[config.mk]
export PLATFORM = sky130hd
export DESIGN_NAME = chord_voice_allocator
export DESIGN_NICKNAME = d
export VERILOG_FILES = /design/src/rtl/chord_voice_allocator.sv
export SDC_FILE = /design/constraint.sdc
export NUM_CORES = 1
export LEC_CHECK = 0
export BUFFER_PORTS_ARGS = -buffer_cell sky130_fd_sc_hd__buf_2
export CORE_ASPECT_RATIO = 0.75
export CORE_UTILIZATION = 51
export CTS_CLUSTER_SIZE = 20
export DETAILED_ROUTE_END_ITERATION = 12
export PLACE_DENSITY = 0.81
export RECOVER_POWER = 25
export SLEW_MARGIN = 15
export SYNTH_ARGS = -nofsm -noshare
export SYNTH_HDL_FRONTEND = slang
export SYNTH_SLANG_ARGS = --single-unit
[constraint.sdc]
create_clock -name clk_i -period 2.2 [get_ports clk_i]
set_input_delay 0.33 -clock clk_i [delete_from_list [all_inputs] [get_ports clk_i]]
set_output_delay 0.33 -clock clk_i [all_outputs]
set_load 0.01 [all_outputs]
[src/rtl/chord_voice_allocator.sv]
// Chord voice allocator: assigns song-reader notes to note_player voices and paces time-advance entries.
// Optional build macro VOICE_STEAL_EN: overwrite the least-remaining busy voice instead of dropping.
module chord_voice_allocator #(
  parameter int NUM_VOICES = 3,
  parameter int NOTE_W     = 6,
  parameter int DUR_W      = 6
) (
  input  logic                  clk_i,
  input  logic                  reset_i,
  input  logic                  play_enable_i,
  input  logic                  beat_i,
  input  logic                  load_new_note_i,
  input  logic                  advance_i,
  input  logic [NOTE_W-1:0]     note_to_load_i,
  input  logic [DUR_W-1:0]      duration_i,
  output logic [NUM_VOICES-1:0] voice_load_o,
  output logic [NOTE_W-1:0]     voice_note_o,
  output logic [DUR_W-1:0]      voice_duration_o,
  output logic [NUM_VOICES-1:0] voice_active_o,
  output logic                  note_done_o,
  output logic                  steal_o,
  output logic                  drop_o
);

  localparam int IDX_W = $clog2(NUM_VOICES);
  localparam logic [DUR_W-1:0] DUR_ZERO = {DUR_W{1'b0}};
  localparam logic [DUR_W-1:0] DUR_ONE  = {{(DUR_W-1){1'b0}}, 1'b1};

  typedef enum logic {ACCEPT = 1'b0, WAIT = 1'b1} state_e;

  state_e                  state_q;
  logic [DUR_W-1:0]        adv_q;
  logic [DUR_W-1:0]        cnt_q [NUM_VOICES];
  logic [DUR_W-1:0]        cnt_d [NUM_VOICES];
  logic [NUM_VOICES-1:0]   active_d;
  logic [NUM_VOICES-1:0]   active_q;
  logic [NUM_VOICES-1:0]   load_d;
  logic [NUM_VOICES-1:0]   load_q;
  logic [NOTE_W-1:0]       note_q;
  logic [DUR_W-1:0]        dur_q;
  logic                    done_q;
  logic                    steal_q;
  logic                    drop_q;

  logic                    free_found_s;
  logic [IDX_W-1:0]        free_idx_s;
  logic [IDX_W-1:0]        tgt_s;
  logic                    note_req_s;
  logic                    do_load_s;
  logic                    steal_d;
  logic                    drop_d;
`ifdef VOICE_STEAL_EN
  logic [IDX_W-1:0]        min_idx_s;
  logic [DUR_W-1:0]        min_val_s;
`endif

  // Voice selection and next counter values; allocation sees pre-beat counts.
  always_comb begin
    free_found_s = 1'b0;
    free_idx_s   = {IDX_W{1'b0}};
    for (int i = NUM_VOICES - 1; i >= 0; i--) begin
      if (cnt_q[i] == DUR_ZERO) begin
        free_found_s = 1'b1;
        free_idx_s   = i[IDX_W-1:0];
      end else begin
        free_found_s = free_found_s;
      end
    end

    note_req_s = play_enable_i && load_new_note_i && (state_q == ACCEPT) &&
                 !advance_i && (duration_i != DUR_ZERO);

`ifdef VOICE_STEAL_EN
    min_idx_s = {IDX_W{1'b0}};
    min_val_s = cnt_q[0];
    for (int i = 1; i < NUM_VOICES; i++) begin
      if (cnt_q[i] < min_val_s) begin
        min_idx_s = i[IDX_W-1:0];
        min_val_s = cnt_q[i];
      end else begin
        min_val_s = min_val_s;
      end
    end
    tgt_s     = free_found_s ? free_idx_s : min_idx_s;
    do_load_s = note_req_s;
    steal_d   = note_req_s && !free_found_s;
    drop_d    = play_enable_i && load_new_note_i &&
                ((state_q == WAIT) || (!advance_i && (duration_i == DUR_ZERO)));
`else
    tgt_s     = free_idx_s;
    do_load_s = note_req_s && free_found_s;
    steal_d   = 1'b0;
    drop_d    = play_enable_i && load_new_note_i &&
                ((state_q == WAIT) || (!advance_i && (duration_i == DUR_ZERO)) ||
                 (note_req_s && !free_found_s));
`endif

    for (int i = 0; i < NUM_VOICES; i++) begin
      load_d[i] = do_load_s && (tgt_s == i[IDX_W-1:0]);
      if (!play_enable_i) begin
        cnt_d[i] = cnt_q[i];
      end else if (load_d[i]) begin
        cnt_d[i] = duration_i;
      end else if (beat_i && (cnt_q[i] != DUR_ZERO)) begin
        cnt_d[i] = cnt_q[i] - DUR_ONE;
      end else begin
        cnt_d[i] = cnt_q[i];
      end
      active_d[i] = (cnt_d[i] != DUR_ZERO);
    end
  end

  // Pacing FSM, voice counters and registered outputs.
  always_ff @(posedge clk_i) begin
    if (reset_i) begin
      state_q  <= ACCEPT;
      adv_q    <= DUR_ZERO;
      for (int i = 0; i < NUM_VOICES; i++) begin
        cnt_q[i] <= DUR_ZERO;
      end
      active_q <= {NUM_VOICES{1'b0}};
      load_q   <= {NUM_VOICES{1'b0}};
      note_q   <= {NOTE_W{1'b0}};
      dur_q    <= DUR_ZERO;
      done_q   <= 1'b1;
      steal_q  <= 1'b0;
      drop_q   <= 1'b0;
    end else begin
      for (int i = 0; i < NUM_VOICES; i++) begin
        cnt_q[i] <= cnt_d[i];
      end
      active_q <= active_d;
      load_q   <= load_d;
      steal_q  <= steal_d;
      drop_q   <= drop_d;
      if (do_load_s) begin
        note_q <= note_to_load_i;
        dur_q  <= duration_i;
      end else begin
        note_q <= note_q;
      end
      if (play_enable_i) begin
        case (state_q)
          ACCEPT: begin
            if (load_new_note_i && advance_i && (duration_i != DUR_ZERO)) begin
              adv_q   <= duration_i;
              state_q <= WAIT;
              done_q  <= 1'b0;
            end else begin
              state_q <= ACCEPT;
            end
          end
          WAIT: begin
            if (beat_i && (adv_q <= DUR_ONE)) begin
              adv_q   <= DUR_ZERO;
              state_q <= ACCEPT;
              done_q  <= 1'b1;
            end else if (beat_i) begin
              adv_q <= adv_q - DUR_ONE;
            end else begin
              adv_q <= adv_q;
            end
          end
          default: begin
            state_q <= ACCEPT;
            done_q  <= 1'b1;
          end
        endcase
      end else begin
        state_q <= state_q;
      end
    end
  end

  assign voice_load_o     = load_q;
  assign voice_note_o     = note_q;
  assign voice_duration_o = dur_q;
  assign voice_active_o   = active_q;
  assign note_done_o      = done_q;
  assign steal_o          = steal_q;
  assign drop_o           = drop_q;

endmodule

==> flow_metrics.env <==
export IMPL_ys_warn_count=0
export IMPL_initial_utilization=0.545
export IMPL_rsz0062_at_grt="yes"
export IMPL_slew_headroom=0.479
export IMPL_viasPerCell=6.13
export IMPL_finalHoldViolCount=0
export IMPL_tightestPinTransition_ns=0.782
export IMPL_antennaDiodeCount=0
export IMPL_synth_distinct_cells=61
export IMPL_cts_tree="done"
export IMPL_grt_util_all_layers=0.294
export IMPL_hold_slack_ns=0.262
export IMPL_power_leakage_nw=1.38
export IMPL_ys_seq_elements=45
export IMPL_ant_nets=0
export IMPL_clkTransAtPathRegs_ns=0.09
export IMPL_root_buffer="clkbuf_8"
export IMPL_die_w_um=82.7
export IMPL_fin_skew_ns=0.00778
export IMPL_die_y_um=62.5
export IMPL_instances_no_fill=444
export IMPL_vias=2720
export IMPL_switchingPower_mw=1.68
export IMPL_dr_first_iter_drc_count=251
export IMPL_r2r_slack_ns=0.02
export IMPL_total_power_mw=4.17
export IMPL_clockBufferDepth=2
export IMPL_grt_pass1_wl_mm=11.7
export IMPL_hold_path_class="input port to flip-flop"
export IMPL_netSwitchingFraction=0.404
export IMPL_die_area_um2=5170
export IMPL_ioPinCount=39
export IMPL_syn_inst=310
export IMPL_avgSynthCellArea_um2=8.04
export IMPL_holdCritStartpoint="note_to_load_i[3]"
export IMPL_cts_made_buffers=5
export IMPL_crit_arrival_ns=2.35
export IMPL_wl_per_cell_um=16.4
export IMPL_grt_max_degree=46
export IMPL_core_um2=4570
export IMPL_crit_path_end_kind="flip-flop"
export IMPL_synthToLayoutAreaGrowth_pct=32.2
export IMPL_syn_num_nets=336
export IMPL_p_per_area_nw_per_um2=1270
export IMPL_htreeDepth=2
export IMPL_fin_crit_ns=2.18
export IMPL_required_ns=2.37
export IMPL_cap_violations=0
export IMPL_fin_ws_ns=0.0197
export IMPL_grt_pass1_vias=2580
export IMPL_power_frac_clock=0.157
export IMPL_critPathLaunchType="flip-flop"
export IMPL_drive_above_1_share=0.292
export IMPL_ir_drop_mv=0.795
export IMPL_crit_fanout=2
export IMPL_p_seq_frac=0.262
export IMPL_hpwl_mm=5.12
export IMPL_fin_tns_setup_ns=0
export IMPL_internal_power_mw=2.49
export IMPL_synth_seq_area_share=0.361
export IMPL_dp_slack_ns=-0.166
export IMPL_drc=0
export IMPL_syn_cell_area_um2=2490
export IMPL_fmax_mhz=459
export IMPL_async_flop_share=0
export IMPL_gp_congestion=0.922
export IMPL_synth_edf_count=0
export IMPL_postCtsHoldBufs=0
export IMPL_crit_start="cnt_q[0][7]"
export IMPL_criticalPathCategory="flip-flop to flip-flop"
export IMPL_post_route_period_util=0.991
export IMPL_fillers=372
export IMPL_finalSetupViolCount=0
export IMPL_place_inst=434
export IMPL_clock_sinks=45
export IMPL_drt_wl_total_mm=7.26
export IMPL_status="finished, final reports clean"
export IMPL_io_buffer_count=37
export IMPL_yosys_most_used_dff="dfxtp_1"
export IMPL_grt_remaining_overflow=0
export IMPL_combPwrFrac=0.581
export IMPL_fin_nets=412
export IMPL_rows=21
export IMPL_insertion_delay_ns=0.30
export IMPL_antenna_found_initial=0
export IMPL_r2r_start="cnt_q[0][7]"
export IMPL_firstDrtPassIters=7
export IMPL_drv_slew=0
-- stage by stage --
step / utilization / instance area (µm²)
floorplan: - / 2500
global placement: 0.671 / 3070
detailed placement: 0.671 / 3070
CTS: 0.704 / 3220
global route: 0.721 / 3290
finish: 0.721 / 3290
-- state kept, by name, indices dropped and copies added (netlist names) --
signal / cells
cnt_q: 18
note_done_o: 1
voice_note_o: 6
state_q: 1
voice_active_o: 3
voice_load_o: 3
adv_q: 6
drop_o: 1
voice_duration_o: 6
-- placed cells by master, fill, tap and decap left out, types with 4 or more instances in the layout --
| cell type | netlist | final |
|---|---|---|
| clkbuf_1 | 10 | 15 |
| nor2_1 | 52 | 52 |
| o21ai_0 | 7 | 7 |
| nand4_1 | 7 | 7 |
| buf_2 | 2 | 22 |
| a31oi_1 | 6 | 5 |
| dfxtp_1 | 45 | 40 |
| inv_1 | 21 | 19 |
| buf_4 | 1 | 47 |
| nand3_1 | 9 | 9 |
| nor4_1 | 6 | 4 |
| o221ai_1 | 4 | 4 |
| clkbuf_8 | 0 | 6 |
| mux2i_1 | 15 | 14 |
| a21oi_1 | 10 | 9 |
| nand2_1 | 20 | 19 |
| nor2b_1 | 7 | 5 |
| nor3_1 | 12 | 10 |
| ha_1 | 8 | 7 |
| dfxtp_2 | 0 | 4 |
-- metal layers --
layer / vias up / global-route usage / part of all wire
met3: 27 / 0.0993 / 0.092
met1: 1280 / 0.382 / 0.43
li1: 1279 / - / -
met2: 134 / 0.449 / 0.46
met5: - / 0 / 0
met4: 0 / 0.103 / 0.022
-- cell families (layout without fill, tap and decap cells) --
group	Yosys count	count (layout)	share of synthesized area
muxes	15	15	0.0602
adders and majority gates	8	8	0.0402
DFF	45	45	0.361
AOI/OAI and AO/OA	69	69	0.209
and+or+nand+nor	131	131	0.256
xor gates and xnor gates	2	2	0.00703
buffers and inverters	39	116	0.0643
other	1	1	0.00150
-- power by group through the flow --
stage	Sequential (mW)	Clock (mW)	Combinational (mW)
finish	1.09	0.655	2.42
global route	1.11	0.697	2.62
CTS	1.07	0.667	2.17
detailed placement	1.09	0	2.10
global placement	1.08	0	2.04
floorplan	1.10	0	1.23
-- worst paths after layout --
kind,endpoint,depth (start not counted)
setup / recovery,voice_active_o[1],7
hold / removal,voice_note_o[3],3
setup reg to reg,voice_active_o[1],7
hold reg to reg,voice_duration_o[3],2
-- cell usage after synthesis (2+ instances only) --
cell type,number,area (µm²)
nor2_1,52,195
dfxtp_1,45,901
inv_1,21,78.8
nand2_1,20,75.1
mux2i_1,15,150
nor3_1,12,60.1
a21oi_1,10,50.1
clkbuf_1,10,37.5
nand3_1,9,45.0
ha_1,8,100
nand4_1,7,43.8
nor2b_1,7,43.8
o21ai_0,7,35.0
a31oi_1,6,37.5
nor4_1,6,37.5
a22oi_1,4,30.0
buf_1,4,15.0
o221ai_1,4,35.0
and3_1,3,18.8
o22ai_1,3,18.8
o2bb2ai_1,3,26.3
or3_1,3,18.8
or4_1,3,22.5
a2111oi_0,2,17.5
a211oi_1,2,15.0
a21boi_0,2,15.0
a41oi_1,2,17.5
buf_2,2,10.0
o211ai_1,2,15.0
o21a_1,2,15.0
o221a_2,2,22.5
o31ai_1,2,15.0
o32ai_1,2,17.5
-- critical path: stages (launching register included) --
cell and delay, ns:
dfxtp_2 0.33, buf_4 0.12, or4b_2 0.67, a21oi_2 0.17, and3_1 0.19, nor4_2 0.06, a2111oi_1 0.37, a31oi_1 0.14
-- cell type report --
cell class              instances  area [µm²]  area share
well taps                      57        71.3      0.0216
clock inverters                 2        37.5      0.0114
multi-input cells             226        1540       0.469
clock buffers                   6        82.6      0.0251
flip-flops and latches         45         910       0.276
inverters                      21        78.8      0.0239
repair buffers                 87         571       0.173
-- timing repair --
| action | 4_1_cts | 5_1_grt |
|---|---|---|
| pin swaps | 2 | 5 |
| setup endpoints to repair | 2 | 2 |
| resized for setup | 7 | 22 |
| buffers inserted | 1 | 1 |
(Power assumes the default switching activity.)
